==> src/rtl/clock_switch_ctrl.sv <==
// Select/sequence controller for the glitch-free clka/clkb switch.
// Watches both clocks from the reference domain and fails over on loss.

module clock_switch_mon #(
  parameter int SYNC_STAGES = 2,
  parameter int LOSS_WIN    = 16,
  parameter int CNT_W       = 8
) (
  input  logic clk,
  input  logic rst,
  input  logic tgl,
  output logic ok
);

  localparam logic [CNT_W-1:0] LW = CNT_W'(LOSS_WIN);

  // sh[SYNC_STAGES-1] is the last sync stage, sh[SYNC_STAGES] the history flop
  logic [SYNC_STAGES:0] sh;
  logic [CNT_W-1:0]     cnt;
  logic [CNT_W-1:0]     cnt_nxt;
  logic                 edge_det;

  assign edge_det = sh[SYNC_STAGES] ^ sh[SYNC_STAGES-1];

  always_comb begin
    cnt_nxt = cnt;
    if (edge_det)
      cnt_nxt = '0;
    else if (cnt < LW)
      cnt_nxt = cnt + CNT_W'(1);
  end

  always_ff @(posedge clk or posedge rst) begin
    if (rst) begin
      sh  <= '0;
      cnt <= LW;
      ok  <= 1'b0;
    end else begin
      sh  <= {sh[SYNC_STAGES-1:0], tgl};
      cnt <= cnt_nxt;
      ok  <= (cnt_nxt < LW);
    end
  end

endmodule

module clock_switch_ctrl #(
  parameter int SYNC_STAGES = 2,
  parameter int LOSS_WIN    = 16,
  parameter int SETTLE_CYC  = 64,
  parameter int HOLD_CYC    = 32,
  parameter int CNT_W       = 8
) (
  input  logic clk,
  input  logic rst,
  input  logic clka_tgl,
  input  logic clkb_tgl,
  input  logic auto_en,
  input  logic req_valid,
  input  logic req_sel,
  output logic req_ready,
  output logic sel_clkb,
  output logic busy,
  output logic done,
  output logic err,
  output logic fail_irq,
  output logic clka_ok,
  output logic clkb_ok
);

  localparam logic [CNT_W-1:0] SC_M1 = CNT_W'(SETTLE_CYC - 1);
  localparam logic [CNT_W-1:0] HC_M1 =
    CNT_W'((HOLD_CYC > 0) ? HOLD_CYC - 1 : 0);

  typedef enum logic [1:0] {
    IDLE,
    SETTLE,
    HOLD
  } state_t;

  state_t           state;
  state_t           state_nxt;
  logic [CNT_W-1:0] cnt;
  logic [CNT_W-1:0] cnt_nxt;
  logic             sel_nxt;
  logic             done_nxt;
  logic             err_nxt;
  logic             fail_nxt;
  logic             cur_ok;
  logic             oth_ok;
  logic             req_ok;
  logic             fail_cond;
  logic             accept;

  clock_switch_mon #(
    .SYNC_STAGES(SYNC_STAGES),
    .LOSS_WIN   (LOSS_WIN),
    .CNT_W      (CNT_W)
  ) u_mon_a (
    .clk(clk),
    .rst(rst),
    .tgl(clka_tgl),
    .ok (clka_ok)
  );

  clock_switch_mon #(
    .SYNC_STAGES(SYNC_STAGES),
    .LOSS_WIN   (LOSS_WIN),
    .CNT_W      (CNT_W)
  ) u_mon_b (
    .clk(clk),
    .rst(rst),
    .tgl(clkb_tgl),
    .ok (clkb_ok)
  );

  assign cur_ok    = sel_clkb ? clkb_ok : clka_ok;
  assign oth_ok    = sel_clkb ? clka_ok : clkb_ok;
  assign req_ok    = req_sel ? clkb_ok : clka_ok;
  assign fail_cond = auto_en && !cur_ok && oth_ok;
  assign req_ready = (state == IDLE) && !fail_cond;
  assign accept    = req_valid && req_ready;
  assign busy      = (state != IDLE);

  always_comb begin
    state_nxt = state;
    cnt_nxt   = cnt;
    sel_nxt   = sel_clkb;
    done_nxt  = 1'b0;
    err_nxt   = 1'b0;
    fail_nxt  = 1'b0;
    unique case (state)
      IDLE: begin
        if (fail_cond) begin
          sel_nxt   = ~sel_clkb;
          fail_nxt  = 1'b1;
          cnt_nxt   = SC_M1;
          state_nxt = SETTLE;
        end else if (accept) begin
          if (req_sel == sel_clkb) begin
            done_nxt = 1'b1;
          end else if (!req_ok) begin
            err_nxt = 1'b1;
          end else begin
            sel_nxt   = req_sel;
            cnt_nxt   = SC_M1;
            state_nxt = SETTLE;
          end
        end
      end
      SETTLE: begin
        // losing the new source aborts; IDLE may then fail back over
        if (!cur_ok) begin
          err_nxt   = 1'b1;
          state_nxt = IDLE;
        end else if (cnt == '0) begin
          done_nxt = 1'b1;
          if (HOLD_CYC == 0) begin
            state_nxt = IDLE;
          end else begin
            cnt_nxt   = HC_M1;
            state_nxt = HOLD;
          end
        end else begin
          cnt_nxt = cnt - CNT_W'(1);
        end
      end
      HOLD: begin
        if (cnt == '0)
          state_nxt = IDLE;
        else
          cnt_nxt = cnt - CNT_W'(1);
      end
      default: state_nxt = IDLE;
    endcase
  end

  always_ff @(posedge clk or posedge rst) begin
    if (rst) begin
      state    <= IDLE;
      cnt      <= '0;
      sel_clkb <= 1'b0;
      done     <= 1'b0;
      err      <= 1'b0;
      fail_irq <= 1'b0;
    end else begin
      state    <= state_nxt;
      cnt      <= cnt_nxt;
      sel_clkb <= sel_nxt;
      done     <= done_nxt;
      err      <= err_nxt;
      fail_irq <= fail_nxt;
    end
  end

endmodule

==> config.mk <==
export PLATFORM = sky130hd
export DESIGN_NAME = clock_switch_ctrl
export DESIGN_NICKNAME = d
export VERILOG_FILES = /design/src/rtl/clock_switch_ctrl.sv
export SDC_FILE = /design/constraint.sdc
export NUM_CORES = 1
export LEC_CHECK = 0
export BUFFER_PORTS_ARGS = -buffer_cell sky130_fd_sc_hd__buf_2
export CORE_ASPECT_RATIO = 0.9
export CORE_MARGIN = 1.5
export CORE_UTILIZATION = 53
export CTS_CLUSTER_DIAMETER = 60
export DETAILED_ROUTE_END_ITERATION = 7
export PLACE_DENSITY_LB_ADDON = 0.08
export SLEW_MARGIN = 0
export SYNTH_ARGS = -nofsm -noshare
export SYNTH_HDL_FRONTEND = slang
export SYNTH_SLANG_ARGS = --single-unit
export TNS_END_PERCENT = 30
==> constraint.sdc <==
create_clock -name clk -period 1.7 [get_ports clk]
set_input_delay 0.425 -clock clk [delete_from_list [all_inputs] [get_ports clk]]
set_output_delay 0.425 -clock clk [all_outputs]
set_load 0.01 [all_outputs]
==> flow_summary.toml, run 1 <==
[sta]
rsz0062_at_grt = "yes"
finalWorstSetupSlack_ps = -35.0
setup_tns_ps = -46.3
max-slew-margin-rel = 0.567
fin_crit_ps = 1740
tightest_slew_ps = 647
holdWs_ps = 230
fmaxAchievable_mhz = 576
setup_viol = 3
finalHoldViolCount = 0
clock_skew_ps = 7.60
finalMaxSlewViolations = 0
fin_crit_sh = 1.02

[route]
first_pass_iters = 4
vias = 1551
dr.first_iter.drc_count = 102
wirelength_mm = 4.01
wl_per_cell_um = 14.4
vias_per_cell = 5.58
ant_nets = 0
drc = 0

[grt]
antenna_found_initial = 0
grt_usage = 0.224
grt_pass1_vias = 1554
gr-total-overflow = 0
grt_pass1_wl_mm = 6.70
grt_max_degree = 39

[yosys]
yosysSeqAreaShare = 0.497
synth-seq-cells = 38
synth_area_per_cell_um2 = 10.4
synth.distinct_cells = 45
yosys_warnings = 0
syn_inst = 184
synthesis.nets = 198
netlist_area_mm2 = 0.00192

[setup_path]
worstPathRequired_ps = 1880
startpoint_type = "flip-flop"
end_kind = "flip-flop"
path_max_fanout = 4
path_class = "reg2reg"
reg2reg_depth = 7
timing.rr.end = "cnt[5]"
timing.rr.start = "state[1]"
rrSetupSlack_ps = -40
critical_path_arrival_ps = 1920

[die]
start_util = 0.560
die-area_mm2 = 0.00399
fp.dieW_um = 66.4
die_h_um = 60.1
core-area_mm2 = 0.00343
ios = 15
rows = 20

[power]
p_total_mw = 3.26
swShare = 0.374
p_leak_nw = 1.14
p_sw_mw = 1.22
p_clk_frac = 0.180
ir_worst_vdd_v = 0.000685
comb_power_share = 0.443
powerDensity_mw_per_mm2 = 1330
p_int_mw = 2.04
seqPwrFrac = 0.377

[place]
io_buffers = 14
dpl.hpwl_mm = 2.67
globalplace.congestion = 0.839
dpl.cell_count = 261
postPlaceCellArea_mm2 = 0.00218

[hold_path]
min_path_type = "in2async"

[status]
status = "finished, violations left"
violations = "setup timing"

[layout]
layout_common_cells = "dfrtp_1, buf_4, nor2_1, buf_2, inv_1"
fill_cells = 224
stdcell_count = 278
final_area_mm2 = 0.00245
layout.nets = 248
final_common_cell = "dfrtp_1"
layout-drive-gt1-share = 0.372
antenna_cells = 0
areaGrowthSynthToFinish_pct = 27.4

[clocking]
cts_sinks = 38
cts_tree = "done"
htree_levels = 2
clockBufferDepth = 2
clk_latency_ps = 290
clk_pin_slew_ps = 80
cts.hold.buffers_added = 0
ctsRootBufferMaster = "clkbuf_8"
numCtsBuffers = 5

[run]
drv_cap = 0
==> logic make-up after synthesis <==
family | synth area share
adders and majority gates | 0.0456
AOI/OAI and AO/OA | 0.159
buffers and inverters | 0.0450
muxes | 0.0313
and+or+nand+nor | 0.181
xor gates and xnor gates | 0.0411
DFF | 0.497
==> metal layers <==
layer	GRT usage	share of wire	vias to the layer above
li1	-	-	752
met1	0.266	0.46	754
met2	0.390	0.49	34
met3	0.0546	0.032	11
met4	0.0933	0.019	0
met5	0	0	-
==> worst max-delay path by stage <==
stage / endpoint / from / slack (ps) / cells past startpoint
2_1_floorplan: cnt[0] / cnt[0] / -10 / 7
6_report: cnt[5] / state[1] / -40 / 7
3_5_place_dp: cnt[2] / cnt[1] / -80 / 8
3_3_place_gp: cnt[3] / cnt[1] / -30 / 8
5_1_grt: cnt[5] / state[1] / -80 / 7
4_1_cts: cnt[6] / cnt[0] / -20 / 6
==> cells in the mapped netlist (all sizes together) <==
| cell type | number | share of area |
|---|---|---|
| a41o | 1 | 0.0052 |
| or4b | 1 | 0.0072 |
| mux2i | 3 | 0.016 |
| mux2 | 2 | 0.016 |
| xor2 | 7 | 0.032 |
| and2 | 3 | 0.0098 |
| nand4 | 3 | 0.0098 |
| o32a | 1 | 0.0052 |
| o22ai | 1 | 0.0033 |
| o22a | 1 | 0.0046 |
| nor3 | 5 | 0.013 |
| nor4b | 1 | 0.012 |
| dfrtp | 36 | 0.47 |
| a32o | 1 | 0.0052 |
| a21o | 2 | 0.0078 |
| nand4b | 1 | 0.0046 |
| nand3 | 6 | 0.016 |
| o21a | 2 | 0.0078 |
| o31ai | 1 | 0.0039 |
| o21ai | 15 | 0.041 |
| nor4 | 3 | 0.021 |
| or2 | 1 | 0.0033 |
| and3b | 2 | 0.0091 |
| a41oi | 2 | 0.0091 |
| buf | 2 | 0.012 |
| o311a | 1 | 0.0052 |
| or4 | 1 | 0.0039 |
| dfstp | 2 | 0.027 |
| o211ai | 2 | 0.013 |
| nand4bb | 1 | 0.0059 |
| a31oi | 3 | 0.0098 |
| nor2 | 25 | 0.049 |
| o32ai | 1 | 0.0046 |
| xnor2 | 2 | 0.0091 |
| nand2b | 1 | 0.0033 |
| a21oi | 10 | 0.028 |
| o21ba | 1 | 0.0052 |
| ha | 7 | 0.046 |
| inv | 17 | 0.033 |
| nand2 | 7 | 0.014 |
==> state kept, by name (all words and copies together), names as in the netlist <==
register,flops
cnt,8
u_mon_a.cnt,8
u_mon_b.cnt,8
u_mon_a.sh,3
u_mon_b.sh,3
state,2
done,1
err,1
fail_irq,1
sel_clkb,1
u_mon_a.ok,1
u_mon_b.ok,1
==> layout make-up <==
cell class	count	area (µm²)	share of cell area
Multi-Input combinational cell	127	982	0.402
Clock buffer	5	68.8	0.0281
Inverter	17	63.8	0.0261
Sequential cell	38	957	0.391
Timing Repair Buffer	45	309	0.126
Tap cell	44	55.1	0.0225
Clock inverter	2	10.0	0.00409
==> what timing repair did <==
| item | 4_1_cts | 5_1_grt |
|---|---|---|
| endpoints found under the setup margin | 10 | 11 |
| pin swaps | 5 | 6 |
| gates resized for setup | 18 | 15 |
| buffers inserted | 8 | 2 |
==> critical path: stages, from the launching register on <==
cell and delay (ps):
dfrtp_1 400, buf_4 150, ha_2 190, or4_4 480, o21ai_2 170, nor2_1 50
o21ai_1 110, o21ai_1 80
==> power groups by stage <==
stage          Sequential [mW]  Clock [mW]  Combinational [mW]
2_1_floorplan             1.21           0               0.767
3_3_place_gp              1.22           0                1.11
3_5_place_dp              1.22           0                1.15
4_1_cts                   1.21       0.603                1.29
5_1_grt                   1.24       0.645                1.57
6_report                  1.23       0.586                1.44
==> stage by stage <==
| stage | utilization | setup slack [ps] |
|---|---|---|
| 3_3_place_gp | 0.636 | -30.3 |
| 6_report | 0.714 | -35.0 |
| 2_1_floorplan | - | -10.4 |
| 4_1_cts | 0.694 | -19.5 |
| 5_1_grt | 0.714 | -82.7 |
| 3_5_place_dp | 0.636 | -85.0 |
Note: power is estimated with default switching activity, not from simulation.
==> run 2: changes to the inputs <==
--- a/config.mk
+++ b/config.mk
@@ -7,7 +7,7 @@
 export LEC_CHECK = 0
 export BUFFER_PORTS_ARGS = -buffer_cell sky130_fd_sc_hd__buf_2
 export CORE_ASPECT_RATIO = 0.9
-export CORE_MARGIN = 1.5
+export CORE_MARGIN = 2
 export CORE_UTILIZATION = 53
 export CTS_CLUSTER_DIAMETER = 60
 export DETAILED_ROUTE_END_ITERATION = 7
==> flow_summary.toml, run 2 (synthesis results as in run 1) <==
[status]
status = "finished, violations left"
violations = "setup timing"

[layout]
stdcell_count = 276
layout-drive-gt1-share = 0.362
layout_common_cells = "dfrtp_1, buf_4, nor2_1, buf_2, inv_1"
layout.nets = 245
areaGrowthSynthToFinish_pct = 26.9
final_util = 0.710
antenna_cells = 0
reg_top3 = "cnt (8), u_mon_a.cnt (8), u_mon_b.cnt (8)"
final_area_mm2 = 0.00243
final_common_cell = "dfrtp_1"

[sta]
tightest_slew_ps = 621
rsz0062_at_grt = "yes"
finalWorstSetupSlack_ps = -29.3
finalHoldViolCount = 0
setup_viol = 5
fin_crit_ps = 1730
setup_tns_ps = -97.4
clock_skew_ps = 4.08
fmaxAchievable_mhz = 578
fin_crit_sh = 1.02
finalMaxSlewViolations = 0
max-slew-margin-rel = 0.585

[power]
p_leak_nw = 1.12
ir_worst_vdd_v = 0.000878
p_total_mw = 3.29
powerDensity_mw_per_mm2 = 1350

[die]
fp.dieW_um = 67.4
core-area_mm2 = 0.00343
rows = 20
die-area_mm2 = 0.00412
ios = 15
die_h_um = 61.1
start_util = 0.560

[grt]
gr-total-overflow = 0
grt_usage = 0.230
grt_pass1_wl_mm = 7.01
grt_max_degree = 39
antenna_found_initial = 0
grt_pass1_vias = 1533

[setup_path]
startpoint_type = "flip-flop"
path_class = "reg2reg"
worstPathRequired_ps = 1860
critical_path_arrival_ps = 1890
path_max_fanout = 3
end_kind = "flip-flop"

[clocking]
ctsRootBufferMaster = "clkbuf_8"
clockBufferDepth = 2
numCtsBuffers = 5
clk_latency_ps = 280
cts_tree = "done"
cts_sinks = 38
htree_levels = 2
cts.hold.buffers_added = 0
clk_pin_slew_ps = 70

[place]
postPlaceCellArea_mm2 = 0.00216
globalplace.congestion = 0.914
dpl.cell_count = 258
io_buffers = 14
dpl.hpwl_mm = 2.92

[route]
wirelength_mm = 4.31
vias = 1582
ant_nets = 0
drc = 0
vias_per_cell = 5.73
dr.first_iter.drc_count = 121
first_pass_iters = 4
wl_per_cell_um = 15.6

[hold_path]
min_path_type = "in2async"

[run]
drv_cap = 0
==> run 2: path summary, 6_finish.rpt <==
path / start / endpoint / slack, ps / cells past startpoint
setup / recovery: cnt[1] / cnt[5] / -30 / 7
hold / removal: rst / cnt[3] / 240 / 3
setup reg to reg: cnt[1] / cnt[5] / -30 / 7
hold reg to reg: u_mon_a.sh[0] / u_mon_a.sh[1] / 360 / 0
max in group asynchronous: rst / sel_clkb / 1110 / 3
min in group clk: clka_tgl / u_mon_a.sh[0] / 250 / 1
==> run 2: layer usage <==
| metal | global-route usage | share of wire | vias up |
|---|---|---|---|
| li1 | - | - | 747 |
| met1 | 0.287 | 0.43 | 774 |
| met2 | 0.392 | 0.51 | 50 |
| met3 | 0.0530 | 0.043 | 11 |
| met4 | 0.0933 | 0.018 | 0 |
| met5 | 0 | 0 | - |
==> run 2: repair_timing <==
item / 4_1_cts / 5_1_grt
gates resized for setup: 17 / 12
buffers inserted: 6 / 4
pin swaps: 4 / 6
setup endpoints to repair: 10 / 12
==> run 2: worst max-delay path: stages (launching register included) <==
cell	delay, ps
dfrtp_1	400
inv_2	80
ha_4	140
or4b_4	500
o21ai_4	190
nor2_2	50
o21ai_1	150
o21ai_1	90
==> run 2: final cells by class <==
type / count / area (µm²)
Sequential cell: 38 / 957
Timing Repair Buffer: 42 / 283
Multi-Input combinational cell: 127 / 981
Fill cell: 261 / 993
Clock inverter: 2 / 12.5
Tap cell: 44 / 55.1
Clock buffer: 6 / 82.6
Inverter: 17 / 63.8
==> run 2: metrics by stage <==
| step | setup slack, ps | hold WS (ps) |
|---|---|---|
| 3_5_place_dp | -97.4 | 340 |
| 4_1_cts | -7.25 | 244 |
| 6_report | -29.3 | 240 |
| 5_1_grt | -101 | 236 |
| 3_3_place_gp | -46.8 | 336 |
| 2_1_floorplan | -10.4 | 331 |
==> run 2: where the power goes <==
part / leakage [nW] / switching [mW] / internal, mW
clock: 0.0472 / 0.315 / 0.326
sequential: 0.469 / 0.160 / 1.05
combinational: 0.606 / 0.759 / 0.674
